**config.mk**
```make
export PLATFORM = sky130hd
export DESIGN_NAME = bus_arbiter
export DESIGN_NICKNAME = d
export VERILOG_FILES = /design/src/rtl/bus_arbiter.sv
export SDC_FILE = /design/constraint.sdc
export NUM_CORES = 1
export LEC_CHECK = 0
export BUFFER_PORTS_ARGS = -buffer_cell sky130_fd_sc_hd__buf_2
export CORE_MARGIN = 1.5
export CORE_UTILIZATION = 44
export CTS_CLUSTER_DIAMETER = 150
export DETAILED_ROUTE_END_ITERATION = 10
export PLACE_DENSITY_LB_ADDON = 0.08
export REMOVE_ABC_BUFFERS = 1
export SETUP_SLACK_MARGIN = 0.3
export SLEW_MARGIN = 20
export SYNTH_ARGS = -nofsm -noshare
export SYNTH_HDL_FRONTEND = slang
export SYNTH_SLANG_ARGS = --single-unit
```
**constraint.sdc**
```tcl
create_clock -name clk -period 2.7 [get_ports clk]
set_clock_uncertainty 0.05 [all_clocks]
set_input_delay 0.405 -clock clk [delete_from_list [all_inputs] [get_ports clk]]
set_output_delay 0.405 -clock clk [all_outputs]
set_load 0.05 [all_outputs]
```
**src/rtl/bus_arbiter.sv**
```systemverilog
// bus_arbiter: round-robin two-master bus arbiter with single-cycle slave enables and read timeout
module bus_arbiter #(
    parameter int unsigned AW = 16,
    parameter int unsigned DW = 32,
    parameter int unsigned TIMEOUT = 15,
    parameter logic [DW-1:0] TIMEOUT_DATA = 32'hDEADBEEF
) (
    input  logic          clk,
    input  logic          rst_n,
    input  logic [AW-1:0] m0_addr,
    input  logic          m0_rd_en,
    input  logic          m0_wr_en,
    input  logic [DW-1:0] m0_wr_data,
    input  logic [3:0]    m0_wr_mask,
    output logic [DW-1:0] m0_rd_data,
    output logic          m0_rd_valid,
    output logic          m0_wr_done,
    input  logic [AW-1:0] m1_addr,
    input  logic          m1_rd_en,
    input  logic          m1_wr_en,
    input  logic [DW-1:0] m1_wr_data,
    input  logic [3:0]    m1_wr_mask,
    output logic [DW-1:0] m1_rd_data,
    output logic          m1_rd_valid,
    output logic          m1_wr_done,
    output logic [AW-1:0] s_addr,
    output logic          s_rd_en,
    output logic          s_wr_en,
    output logic [DW-1:0] s_wr_data,
    output logic [3:0]    s_wr_mask,
    input  logic [DW-1:0] s_rd_data,
    input  logic          s_rd_valid,
    output logic [1:0]    grant,
    output logic          timeout_err,
    output logic [7:0]    timeout_cnt
);
    localparam logic [1:0] IDLE = 2'd0, ISSUE = 2'd1, WAIT = 2'd2, RESP = 2'd3;
    logic [1:0] state;
    logic       last_grant;
    logic       is_wr;
    logic [7:0] cnt;
    logic       req0, req1, pick1, expire;
    // Lone requester wins; a tie goes to the master not served last. Expiry loses to a same-cycle valid.
    always_comb begin
        req0   = m0_rd_en | m0_wr_en;
        req1   = m1_rd_en | m1_wr_en;
        pick1  = req1 & (~req0 | ~last_grant);
        expire = (state == WAIT) & ~s_rd_valid & (cnt == 8'(TIMEOUT - 1));
    end
    assign s_rd_en     = (state == ISSUE) & ~is_wr;
    assign s_wr_en     = (state == ISSUE) & is_wr;
    assign m0_rd_valid = (state == RESP) & grant[0] & ~is_wr;
    assign m0_wr_done  = (state == RESP) & grant[0] & is_wr;
    assign m1_rd_valid = (state == RESP) & grant[1] & ~is_wr;
    assign m1_wr_done  = (state == RESP) & grant[1] & is_wr;
    assign timeout_err = expire;
    // Sequencer: latch the winner, issue one enable, wait for data or timeout, then respond
    always_ff @(posedge clk) begin
        if (!rst_n) begin
            state       <= IDLE;
            last_grant  <= 1'b1;
            grant       <= '0;
            is_wr       <= 1'b0;
            cnt         <= '0;
            timeout_cnt <= '0;
            s_addr      <= '0;
            s_wr_data   <= '0;
            s_wr_mask   <= '0;
            m0_rd_data  <= '0;
            m1_rd_data  <= '0;
        end else begin
            case (state)
                IDLE: if (req0 | req1) begin
                    s_addr     <= pick1 ? m1_addr : m0_addr;
                    s_wr_data  <= pick1 ? m1_wr_data : m0_wr_data;
                    s_wr_mask  <= pick1 ? m1_wr_mask : m0_wr_mask;
                    is_wr      <= pick1 ? m1_wr_en : m0_wr_en;
                    grant      <= pick1 ? 2'b10 : 2'b01;
                    last_grant <= pick1;
                    state      <= ISSUE;
                end
                ISSUE: begin
                    cnt   <= '0;
                    state <= is_wr ? RESP : WAIT;
                end
                WAIT: begin
                    cnt <= cnt + 8'd1;
                    if (s_rd_valid | expire) begin
                        if (grant[1]) m1_rd_data <= s_rd_valid ? s_rd_data : TIMEOUT_DATA;
                        else m0_rd_data <= s_rd_valid ? s_rd_data : TIMEOUT_DATA;
                        state <= RESP;
                    end
                    if (expire && timeout_cnt != 8'hFF) timeout_cnt <= timeout_cnt + 8'd1;
                end
                RESP: begin
                    grant <= '0;
                    state <= IDLE;
                end
            endcase
        end
    end
endmodule

```
==> flow_summary.ini <==
[finish]
post_layout_nonfiller_instances = 1083
final_core_util = 0.618
design_area_um2 = 7830
num_antenna_cells = 0
num-nets-final = 1049
area_growth_pct = 36.7
final_layout_size_suffix_gt1_frac = 0.411

[critical_path]
rr_endpoint = m1_rd_data[23]$_SDFFE_PN0P_
worstSetupPathType = flop to primary output
crit-reg2reg-launch = state[0]$_SDFFE_PN0P_
path_cells = inv_1 > ha_4 > and2b_1 > nand3_4 > inv_1 > buf_4
max_stage_delay_ns = 0.34
cpMostUsedCell = sky130_fd_sc_hd__inv_1
timing.critical_path.max_delay_family = buffers and inverters
endpoint_type_of_the_worst_setup_path = primary output
rr_worst_depth = 6
worst-endpoint-required_ns = 2.25
worstPathMaxFanout = 10
crit_slowest_cell = sky130_fd_sc_hd__dfxtp_1
cp.buffers_inverters = 3
timing.reg2reg.setup_slack_ns = 0.60
crit_path_dat_ns = 1.81
timing.critical_path.from_type = flop

[outcome]
run_status = finished, final reports clean

[routing]
avgViaCountPerCell = 5.37
first_iter_violations = 521
wl_mm = 17.2
wire_per_inst_um = 15.9
total_via_count_after_detailed_routing = 5818
firstDrtPassIters = 5
ant_nets = 0
post-route-drc-count = 0

[cts]
numClockSinks = 138
clkSlewWorstSetupHoldPaths_ns = 0.06
cts.root.buffer_cell = sky130_fd_sc_hd__clkbuf_16
cts-root-to-sink-buffers = 2
cts_inserted_buffers = 17
clock_latency_ns = 0.42
cts_tree = built
clock_tree.htree_level_count = 4
post-cts-setup-buffers = 0

[min_path]
hp-class = input pin to flop
min-delay-start = m1_wr_mask[2]
min_path_cells = 3
worst_hold_path.endpoint = s_wr_mask[2]$_SDFFE_PN0P_

[sta]
final_min_period_over_clock_period = 0.841
slew_at_the_pin_with_the_worst_max_slew_slack_ns = 0.937
peak_clock_frequency_supported_by_timing_mhz = 441
maxSlewHeadroom = 0.374
final.setup.tns_ns = 0
hold_violations = 0
setup-violations-final = 0
report.final.slew_viol_count = 0
grt_setup_unrepaired = false
layout_min_cycle_time_ns = 2.27

[power]
max-vdd-ir-drop_mv = 0.645
p_total_w = 0.00892
power.static_leakage_nw = 3.65
power.density_nw_per_um2 = 1140

[synth]
ys_top_cells_by_count = sky130_fd_sc_hd__dfxtp_1 (138), sky130_fd_sc_hd__nand2_1 (132), sky130_fd_sc_hd__o21ai_0 (76)
netlist_instances = 651
netlist.area_leader.share = 0.483
synth-edff-count = 0
yosys.area.top_type = sky130_fd_sc_hd__dfxtp_1
ys_top_cells_by_area = sky130_fd_sc_hd__dfxtp_1 (48%), sky130_fd_sc_hd__o221a_2 (9.2%), sky130_fd_sc_hd__nand2_1 (8.7%), sky130_fd_sc_hd__o21ai_0 (6.6%), sky130_fd_sc_hd__a31oi_1 (5.4%)
yosys_warnings = 0
synth-seq-area-share = 0.483
syn-mean-instance-area_um2 = 8.79
postSynth.asyncResetShare = 0
post_synth_instance_area_um2 = 5720
synth_most_common_cell = sky130_fd_sc_hd__dfxtp_1
synthFlopType = sky130_fd_sc_hd__dfxtp_1
ys_seq_elements = 138
post_synth_num_cell_types = 43

[floorplanning]
die_span_y_um = 117
floorplan.die.width_um = 117
initial_utilization = 0.452
rows = 41
floorplan.core_area_um2 = 12700
io_pins = 276
die_area_um2 = 13700

[run]
cap_viol_max_count = 0

[grt]
grt_use_total = 0.253
first_pass_grt_wire_length_mm = 27.0
grt_start_max_net_pins = 64
antenna_found_initial = 0
grt-ovfl-total = 0
vias_in_the_first_global_route = 5525

[placement]
gp_congestion = 0.871
portBuffers = 275
detailed_place_hpwl_mm = 12.2
placed_cell_area_um2 = 7210
place_inst = 1051
layer usage:
metal / track usage / up-vias / part of all wire
met5: 0 / - / 0
met2: 0.411 / 224 / 0.48
li1: - / 2865 / -
met1: 0.310 / 2698 / 0.42
met4: 0.108 / 0 / 0.026
met3: 0.0808 / 31 / 0.074
logic make-up (layout without fill, tap and decap cells):
family,after synthesis,after routing,synth area share
and+or+nand+nor,228,228,0.190
AOI/OAI and AO/OA,203,203,0.249
DFF,138,138,0.483
buffers and inverters,65,325,0.0457
adders and majority gates,8,8,0.0175
muxes,5,5,0.00896
xor gates and xnor gates,4,4,0.00612
where the power goes:
| part | leakage (nW) | switching [W] | internal (W) |
|---|---|---|---|
| sequential | 1.13 | 0.000269 | 0.00251 |
| clock | 0.292 | 0.000869 | 0.00149 |
| combinational | 2.23 | 0.00282 | 0.000949 |
worst max-delay path by stage:
stage                     depth (start not counted)                  start                           to  slack [ns]
after global placement                            6  state[0]$_SDFFE_PN0P_  m1_rd_data[23]$_SDFFE_PN0P_        0.58
final                                             6  state[0]$_SDFFE_PN0P_                  timeout_err        0.43
after global routing                              6  state[0]$_SDFFE_PN0P_                  timeout_err        0.33
after CTS                                         6  state[0]$_SDFFE_PN0P_                  timeout_err        0.30
after detailed placement                          6  state[0]$_SDFFE_PN0P_  m1_rd_data[23]$_SDFFE_PN0P_        0.48
after floorplan                                   5  state[0]$_SDFFE_PN0P_        grant[0]$_SDFFE_PN0P_       -1.54
final cells by class:
cell class / count / area (µm²)
Multi-Input combinational cell: 448 / 2730
Timing Repair Buffer: 285 / 1480
Fill cell: 1143 / 4850
Tap cell: 172 / 215
Sequential cell: 138 / 2760
Clock inverter: 12 / 146
Clock buffer: 20 / 457
Inverter: 8 / 30.0
through the flow:
stage	setup WS, ns	hold WS (ns)
floorplan	-1.54	0.425
global placement	0.582	0.392
detailed placement	0.484	0.397
CTS	0.304	0.177
global route	0.328	0.187
finish	0.430	0.194
placed cells by master, fill, tap and decap left out, types with 3 or more instances in the layout:
master,count
sky130_fd_sc_hd__nand4_1,21
sky130_fd_sc_hd__nand2b_1,27
sky130_fd_sc_hd__a21oi_1,15
sky130_fd_sc_hd__and3_1,3
sky130_fd_sc_hd__o221a_2,47
sky130_fd_sc_hd__nand2_1,132
sky130_fd_sc_hd__buf_4,10
sky130_fd_sc_hd__ha_1,7
sky130_fd_sc_hd__or3_1,3
sky130_fd_sc_hd__clkinvlp_4,3
sky130_fd_sc_hd__o21ai_0,76
sky130_fd_sc_hd__a32oi_1,5
sky130_fd_sc_hd__nor3_1,5
sky130_fd_sc_hd__a31oi_1,49
sky130_fd_sc_hd__bufinv_16,3
sky130_fd_sc_hd__buf_2,273
sky130_fd_sc_hd__clkinv_2,5
sky130_fd_sc_hd__clkbuf_16,17
sky130_fd_sc_hd__nor2_1,15
sky130_fd_sc_hd__mux2i_1,4
sky130_fd_sc_hd__inv_1,8
sky130_fd_sc_hd__nor2b_1,3
sky130_fd_sc_hd__dfxtp_1,138
sky130_fd_sc_hd__nand3_1,6
sky130_fd_sc_hd__xor2_1,4
registers in the layout (all words and copies together), names as in the netlist, 2 cells and up:
name	cells
s_wr_data	32
s_addr	16
m1_rd_data	32
grant	2
m0_rd_data	32
cnt	8
s_wr_mask	4
timeout_cnt	8
state	2
what timing repair did:
| item | 4_1_cts | 5_1_grt |
|---|---|---|
| gates cloned | 0 | 0 |
| setup endpoints to repair | 1 | 1 |
| hold buffers | 0 | 0 |
| gates resized for setup | 1 | 3 |
worst min-delay path: cells and delay by family:
kind | cells | cell delay (ns)
buf+inv | 1 | 0.09
simple gates | 1 | 0.05
compound gates | 1 | 0.07
No activity file was read; power rests on OpenSTA's default activity.
